**src/rtl/hazard_pkg.sv**
```systemverilog
// hazard_pkg: shared constants for the hazard scoreboard slice.
//   HZ_TW       - default width of the Tuse/Tnew timing fields
//   HZ_MULT_LAT - default busy cycles for mult/multu
//   HZ_DIV_LAT  - default busy cycles for div/divu
//   HZ_NREG     - default number of architectural registers
//   HZ_AW       - register address width for HZ_NREG registers
package hazard_pkg;

    localparam int HZ_TW       = 3;
    localparam int HZ_MULT_LAT = 5;
    localparam int HZ_DIV_LAT  = 10;
    localparam int HZ_NREG     = 32;
    localparam int HZ_AW       = $clog2(HZ_NREG);

endpackage

```
**src/rtl/hazard_scoreboard_mdu_busy_ctr.sv**
```systemverilog
// mdu_busy_ctr: countdown that models the multiply/divide unit occupancy.
// A load starts a MULT_LAT or DIV_LAT countdown, and a new load restarts it.
// Otherwise the count falls by one per cycle until it reaches zero.
// Ports:
//   clk    - clock, rising edge
//   reset  - synchronous active-high reset, abandons any running operation
//   load   - an MDU start instruction issues this cycle
//   is_div - the starting instruction is a divide (selects DIV_LAT)
//   busy   - count is nonzero
module mdu_busy_ctr
    import hazard_pkg::*;
#(
    parameter int MULT_LAT = HZ_MULT_LAT,
    parameter int DIV_LAT  = HZ_DIV_LAT
) (
    input  logic clk,
    input  logic reset,
    input  logic load,
    input  logic is_div,
    output logic busy
);

    localparam int MAX_LAT = (DIV_LAT > MULT_LAT) ? DIV_LAT : MULT_LAT;
    localparam int MW      = $clog2(MAX_LAT + 1);

    logic [MW-1:0] mcnt_r;

    // MDU countdown: load has priority over decrement; saturates at zero
    always_ff @(posedge clk) begin
        if (reset) begin
            mcnt_r <= {MW{1'b0}};
        end else if (load) begin
            if (is_div) begin
                mcnt_r <= MW'(DIV_LAT);
            end else begin
                mcnt_r <= MW'(MULT_LAT);
            end
        end else if (mcnt_r != {MW{1'b0}}) begin
            mcnt_r <= mcnt_r - MW'(1);
        end else begin
            mcnt_r <= mcnt_r;
        end
    end

    assign busy = (mcnt_r != {MW{1'b0}});

endmodule

```
**src/rtl/hazard_scoreboard.sv**
```systemverilog
// hazard_scoreboard: D-stage interlock for a pipelined MIPS-style core.
// Each register holds a countdown of cycles until its newest pending value
// becomes forwardable. A D-stage source stalls when that countdown exceeds
// the cycles left before the operand is consumed (Tuse). A separate MDU
// countdown stalls any instruction that starts or accesses HI/LO while the
// MDU is busy.
// Optional feature: define HAZARD_SB_STATS_EN to add a 32-bit stall_cycles
// counter output that counts stalled cycles.
// Ports:
//   clk, reset                 - clock; synchronous active-high reset
//   d_valid                    - D stage holds a real instruction
//   d_rs, d_rt                 - D source register addresses
//   d_tuse_rs, d_tuse_rt       - cycles until each operand is consumed
//   d_wr_reg, d_tnew           - destination and cycles until forwardable
//   d_md, d_md_div, d_mf, d_mt - MDU start / divide / HI-LO read / write
//   d_kill                     - flush; the D instruction does not issue
//   stall, stall_rs, stall_rt, stall_mdu - overall stall and its causes
//   mdu_busy                   - MDU countdown is nonzero
//   stall_cycles               - (HAZARD_SB_STATS_EN only) stalled-cycle count
module hazard_scoreboard
    import hazard_pkg::*;
#(
    parameter int NREG     = HZ_NREG,
    parameter int TW       = HZ_TW,
    parameter int MULT_LAT = HZ_MULT_LAT,
    parameter int DIV_LAT  = HZ_DIV_LAT
) (
    input  logic                    clk,
    input  logic                    reset,
    input  logic                    d_valid,
    input  logic [$clog2(NREG)-1:0] d_rs,
    input  logic [$clog2(NREG)-1:0] d_rt,
    input  logic [TW-1:0]           d_tuse_rs,
    input  logic [TW-1:0]           d_tuse_rt,
    input  logic [$clog2(NREG)-1:0] d_wr_reg,
    input  logic [TW-1:0]           d_tnew,
    input  logic                    d_md,
    input  logic                    d_md_div,
    input  logic                    d_mf,
    input  logic                    d_mt,
    input  logic                    d_kill,
    output logic                    stall,
    output logic                    stall_rs,
    output logic                    stall_rt,
    output logic                    stall_mdu,
    output logic                    mdu_busy
`ifdef HAZARD_SB_STATS_EN
    ,
    output logic [31:0]             stall_cycles
`endif
);

    localparam int AW = $clog2(NREG);

    logic [TW-1:0] cnt_r [NREG];
    logic          issue_s;
    logic          mdu_load_s;
    logic          mdu_busy_s;

    // Stall decode from current countdown state; zero latency to the pipeline
    always_comb begin
        stall_rs  = 1'b0;
        stall_rt  = 1'b0;
        stall_mdu = 1'b0;
        if (d_valid && (d_rs != {AW{1'b0}}) && (cnt_r[d_rs] > d_tuse_rs)) begin
            stall_rs = 1'b1;
        end else begin
            stall_rs = 1'b0;
        end
        if (d_valid && (d_rt != {AW{1'b0}}) && (cnt_r[d_rt] > d_tuse_rt)) begin
            stall_rt = 1'b1;
        end else begin
            stall_rt = 1'b0;
        end
        if (d_valid && (d_md || d_mf || d_mt) && mdu_busy_s) begin
            stall_mdu = 1'b1;
        end else begin
            stall_mdu = 1'b0;
        end
    end

    assign stall      = stall_rs | stall_rt | stall_mdu;
    // Kill blocks issue but never contributes to stall.
    assign issue_s    = d_valid & ~stall & ~d_kill;
    assign mdu_load_s = issue_s & d_md;
    assign mdu_busy   = mdu_busy_s;

    // Per-register countdown: the newest writer reloads, others count down; $0 pinned to 0
    always_ff @(posedge clk) begin
        if (reset) begin
            for (int i = 0; i < NREG; i++) begin
                cnt_r[i] <= {TW{1'b0}};
            end
        end else begin
            for (int i = 0; i < NREG; i++) begin
                if (i == 0) begin
                    cnt_r[i] <= {TW{1'b0}};
                end else if (issue_s && (d_wr_reg == AW'(i))) begin
                    cnt_r[i] <= d_tnew;
                end else if (cnt_r[i] != {TW{1'b0}}) begin
                    cnt_r[i] <= cnt_r[i] - TW'(1);
                end else begin
                    cnt_r[i] <= cnt_r[i];
                end
            end
        end
    end

    mdu_busy_ctr #(
        .MULT_LAT (MULT_LAT),
        .DIV_LAT  (DIV_LAT)
    ) u_mdu_busy_ctr (
        .clk    (clk),
        .reset  (reset),
        .load   (mdu_load_s),
        .is_div (d_md_div),
        .busy   (mdu_busy_s)
    );

`ifdef HAZARD_SB_STATS_EN
    logic [31:0] stall_cycles_r;

    // Stalled-cycle statistic; wraps naturally at 32 bits
    always_ff @(posedge clk) begin
        if (reset) begin
            stall_cycles_r <= 32'd0;
        end else if (stall) begin
            stall_cycles_r <= stall_cycles_r + 32'd1;
        end else begin
            stall_cycles_r <= stall_cycles_r;
        end
    end

    assign stall_cycles = stall_cycles_r;
`endif

endmodule
```
**config.mk**
```make
export PLATFORM = sky130hd
export DESIGN_NAME = hazard_scoreboard
export DESIGN_NICKNAME = d
export VERILOG_FILES = /design/src/rtl/hazard_pkg.sv /design/src/rtl/hazard_scoreboard_mdu_busy_ctr.sv /design/src/rtl/hazard_scoreboard.sv
export SDC_FILE = /design/constraint.sdc
export NUM_CORES = 1
export LEC_CHECK = 0
export BUFFER_PORTS_ARGS = -buffer_cell sky130_fd_sc_hd__buf_2
export CAP_MARGIN = 10
export CORE_MARGIN = 3
export CORE_UTILIZATION = 55
export CTS_BUF_LIST = sky130_fd_sc_hd__clkbuf_4 sky130_fd_sc_hd__clkbuf_8
export CTS_CLUSTER_SIZE = 40
export DETAILED_ROUTE_END_ITERATION = 12
export PLACE_DENSITY = 0.8
export SLEW_MARGIN = 20
export SYNTH_ARGS = -nofsm -noshare
export SYNTH_HDL_FRONTEND = slang
export SYNTH_SLANG_ARGS = --single-unit
```
**constraint.sdc**
```tcl
create_clock -name clk -period 5 [get_ports clk]
set_input_delay 0 -clock clk [delete_from_list [all_inputs] [get_ports clk]]
set_output_delay 0 -clock clk [all_outputs]
set_load 0.01 [all_outputs]
```
==> flow_summary.toml <==
[timing]
relSlewSlack_pct = 35.1
finClkSkew_ns = 0.0103
setup_ws_ns = 0.817
hold_violations = 0
period_share_pct = 83.7
setup_viol = 0
timing.fmax_ghz = 0.239
grt_setup_unrepaired = "false"
worst_pin_slew_ns = 0.973
setup_tns_ns = 0
fin_crit_ns = 4.18
slew_violations = 0

[cts]
cts-root-buf = "clkbuf_8"
cts_resized = 0
cts_buffers = 9
clk_pin_slew_ns = 0.10
tritoncts = "done"
cts_sinks = 97
clock_path_buffers = 2
cts-htree-levels = 3
worstSkewPairLatency_ns = 0.40

[logic_synthesis]
ys_warn_count = 0
avgSynthCellArea_um2 = 10.8
ys_ff_latch = 97
synth_top_area_share_pct = 31.0
synth.distinct_cells = 51
synth.yosys.seq_area_share_pct = 31.9
syn_nets = 935
synth_cells = 833
synth_ff_type = "edfxtp_1"
synth-edff-count = 93
yosysMostFrequentCell = "nor2_1"
synthArstFlopShare_pct = 0
ys_top_cells_by_count = "nor2_1 (96), edfxtp_1 (93), inv_1 (78)"
synthTopCellsByArea = "edfxtp_1 (31%), mux4_2 (13%), ha_1 (9.7%)"
synth_area_mm2 = 0.00902
netlist.top_cell.by_area = "edfxtp_1"

[grt]
grt_pass1_vias = 6460
grtUsageTotal_pct = 25.6
antenna_found_initial = 0
grt-ovfl-total = 0
grt_max_degree = 63
grt_pass1_wl_um = 35300

[placed_design]
port_buffers = 36
gp_congestion = 0.933
place_worst_setup_slack_ns = 0.603
place_hpwl_um = 16800

[floorplan]
fp-row-count = 46
ios = 37
die-area_mm2 = 0.0180
fp.dieW_um = 134
core-area_mm2 = 0.0159
start_util_pct = 56.6
die_y_um = 134

[cells_and_area]
drive_above_1_share_pct = 25.6
area_growth_pct = 5.92
layout.nets = 942
n_antenna_cell = 0

[worst_setup_path]
arrival_ns = 4.25
critical_path.cell_chain = "mux4_2, mux4_2, mux2_2, ha_1, nor2b_1, o21a_1, o2111ai_4, inv_2, nor4_4, nand2_1, o2111ai_1"
critPathCaptureType = "register"
cp_common_cell = "mux4_2"
path_buf_inv = 1
cp_slowest_stage_delay_ns = 0.51
crit_fanout = 14
crit_family = "multiplexers"
crit_type = "reg2reg"
cp.required_ns = 5.07
cpMaxStageDelayCell = "mux4_2"
critPathLaunchType = "register"

[routing]
drt_iter0_markers = 856
postRouteAntennaNets = 0
avgRoutedWirePerCell_um = 21.4
vias = 6809
drt_wl_total_um = 22700
drc = 0
routed_via_density = 6.42
first_pass_iters = 7

[run]
drv_cap = 0

[pwr]
total_leakage_power_uw = 0.00390
vdd_ir_drop_max_v = 0.000264
powerDensity_mw_per_mm2 = 563

[min_path]
hold_class = "in2reg"

[status]
status = "completed"
routing by layer:
metal	global-route usage [%]	vias to the layer above	wire [um]
li1	-	3094	-
met1	34.1	3311	9170
met2	41.4	347	10700
met3	6.19	57	2210
met4	8.31	0	621
met5	0	-	0
repair_timing:
action,4_1_cts,5_1_grt
setup buffers,0,0
hold endpoints to repair,6,0
setup endpoints to repair,0,0
hold buffers,4,0
metrics by stage:
stage	area, um^2	instances	hold WS [ns]	power (uW)	utilization [%]
final	9550	1061	0.171	5380	59.9
after global routing	9550	1061	0.199	5750	59.9
after CTS	9550	1061	0.145	5350	59.9
after detailed placement	9300	1041	0.336	4750	58.3
after global placement	9300	1041	0.328	4630	58.3
after floorplan	9020	833	0.201	4060	-
final cells by class:
cell class	count	area (um^2)
Multi-Input combinational cell	604	5610
Timing Repair Buffer	47	275
Sequential cell	97	2870
Fill cell	1342	6390
Clock inverter	6	82.6
Inverter	81	309
Clock buffer	10	131
Tap cell	216	270
kinds of logic (layout without fill, tap and decap cells):
group,count (synthesis),in the layout,share of synthesized area [%]
AO/OA/AOI/OAI,82,82,6.54
AND/OR/NAND/NOR,295,295,19.4
buffers and inverters,132,144,5.98
XOR/XNOR,10,10,0.971
flip-flops,97,97,31.9
adder cells (fa/ha/maj),70,70,9.71
multiplexers,147,147,25.5
where the power goes:
group / leakage (uW) / internal (uW) / switching [uW]
clock: 0.000111 / 285 / 292
combinational: 0.00273 / 1470 / 1430
sequential: 0.00106 / 1450 / 449
total: 0.00390 / 3210 / 2170
registers in the layout, indices dropped and copies added (netlist names):
name / cells
cnt_r: 93
u_mdu_busy_ctr.mcnt_r: 4
placed cells by master, fill, tap and decap left out, drive strengths merged:
cell type,count
dlygate4sd3,4
mux2,76
o22ai,9
nor2b,51
o21ai,13
o21a,2
ha,70
edfxtp,93
and2b,8
buf,43
nand2b,5
nand2,24
a22o,5
clkinv,4
nor3b,10
xor2,1
nor4b,9
nand4,12
nor3,13
nand3,30
mux2i,17
nor2,96
inv,81
clkbuf,10
bufinv,2
or3,6
a32oi,21
a21oi,20
a211oi,2
nor4,15
and2,3
mux4,54
or2,1
xnor2,9
or3b,11
dfxtp,4
a21boi,1
or4,1
o2111ai,9
worst paths after layout:
check                                   startpoint                               endpoint  slack, ns  cells after the start
max reg2reg             cnt_r[31][1]$_SDFFCE_PP0P_             cnt_r[23][0]$_SDFFCE_PP0P_       0.82                     11
min                                          reset                 cnt_r[17][2]$_DFFE_PP_       0.17                      2
min reg2reg  u_mdu_busy_ctr.mcnt_r[2]$_SDFFE_PP0P_  u_mdu_busy_ctr.mcnt_r[2]$_SDFFE_PP0P_       0.59                      3
max                     cnt_r[31][1]$_SDFFCE_PP0P_             cnt_r[23][0]$_SDFFCE_PP0P_       0.82                     11
No activity file was read; power rests on OpenSTA's default activity.
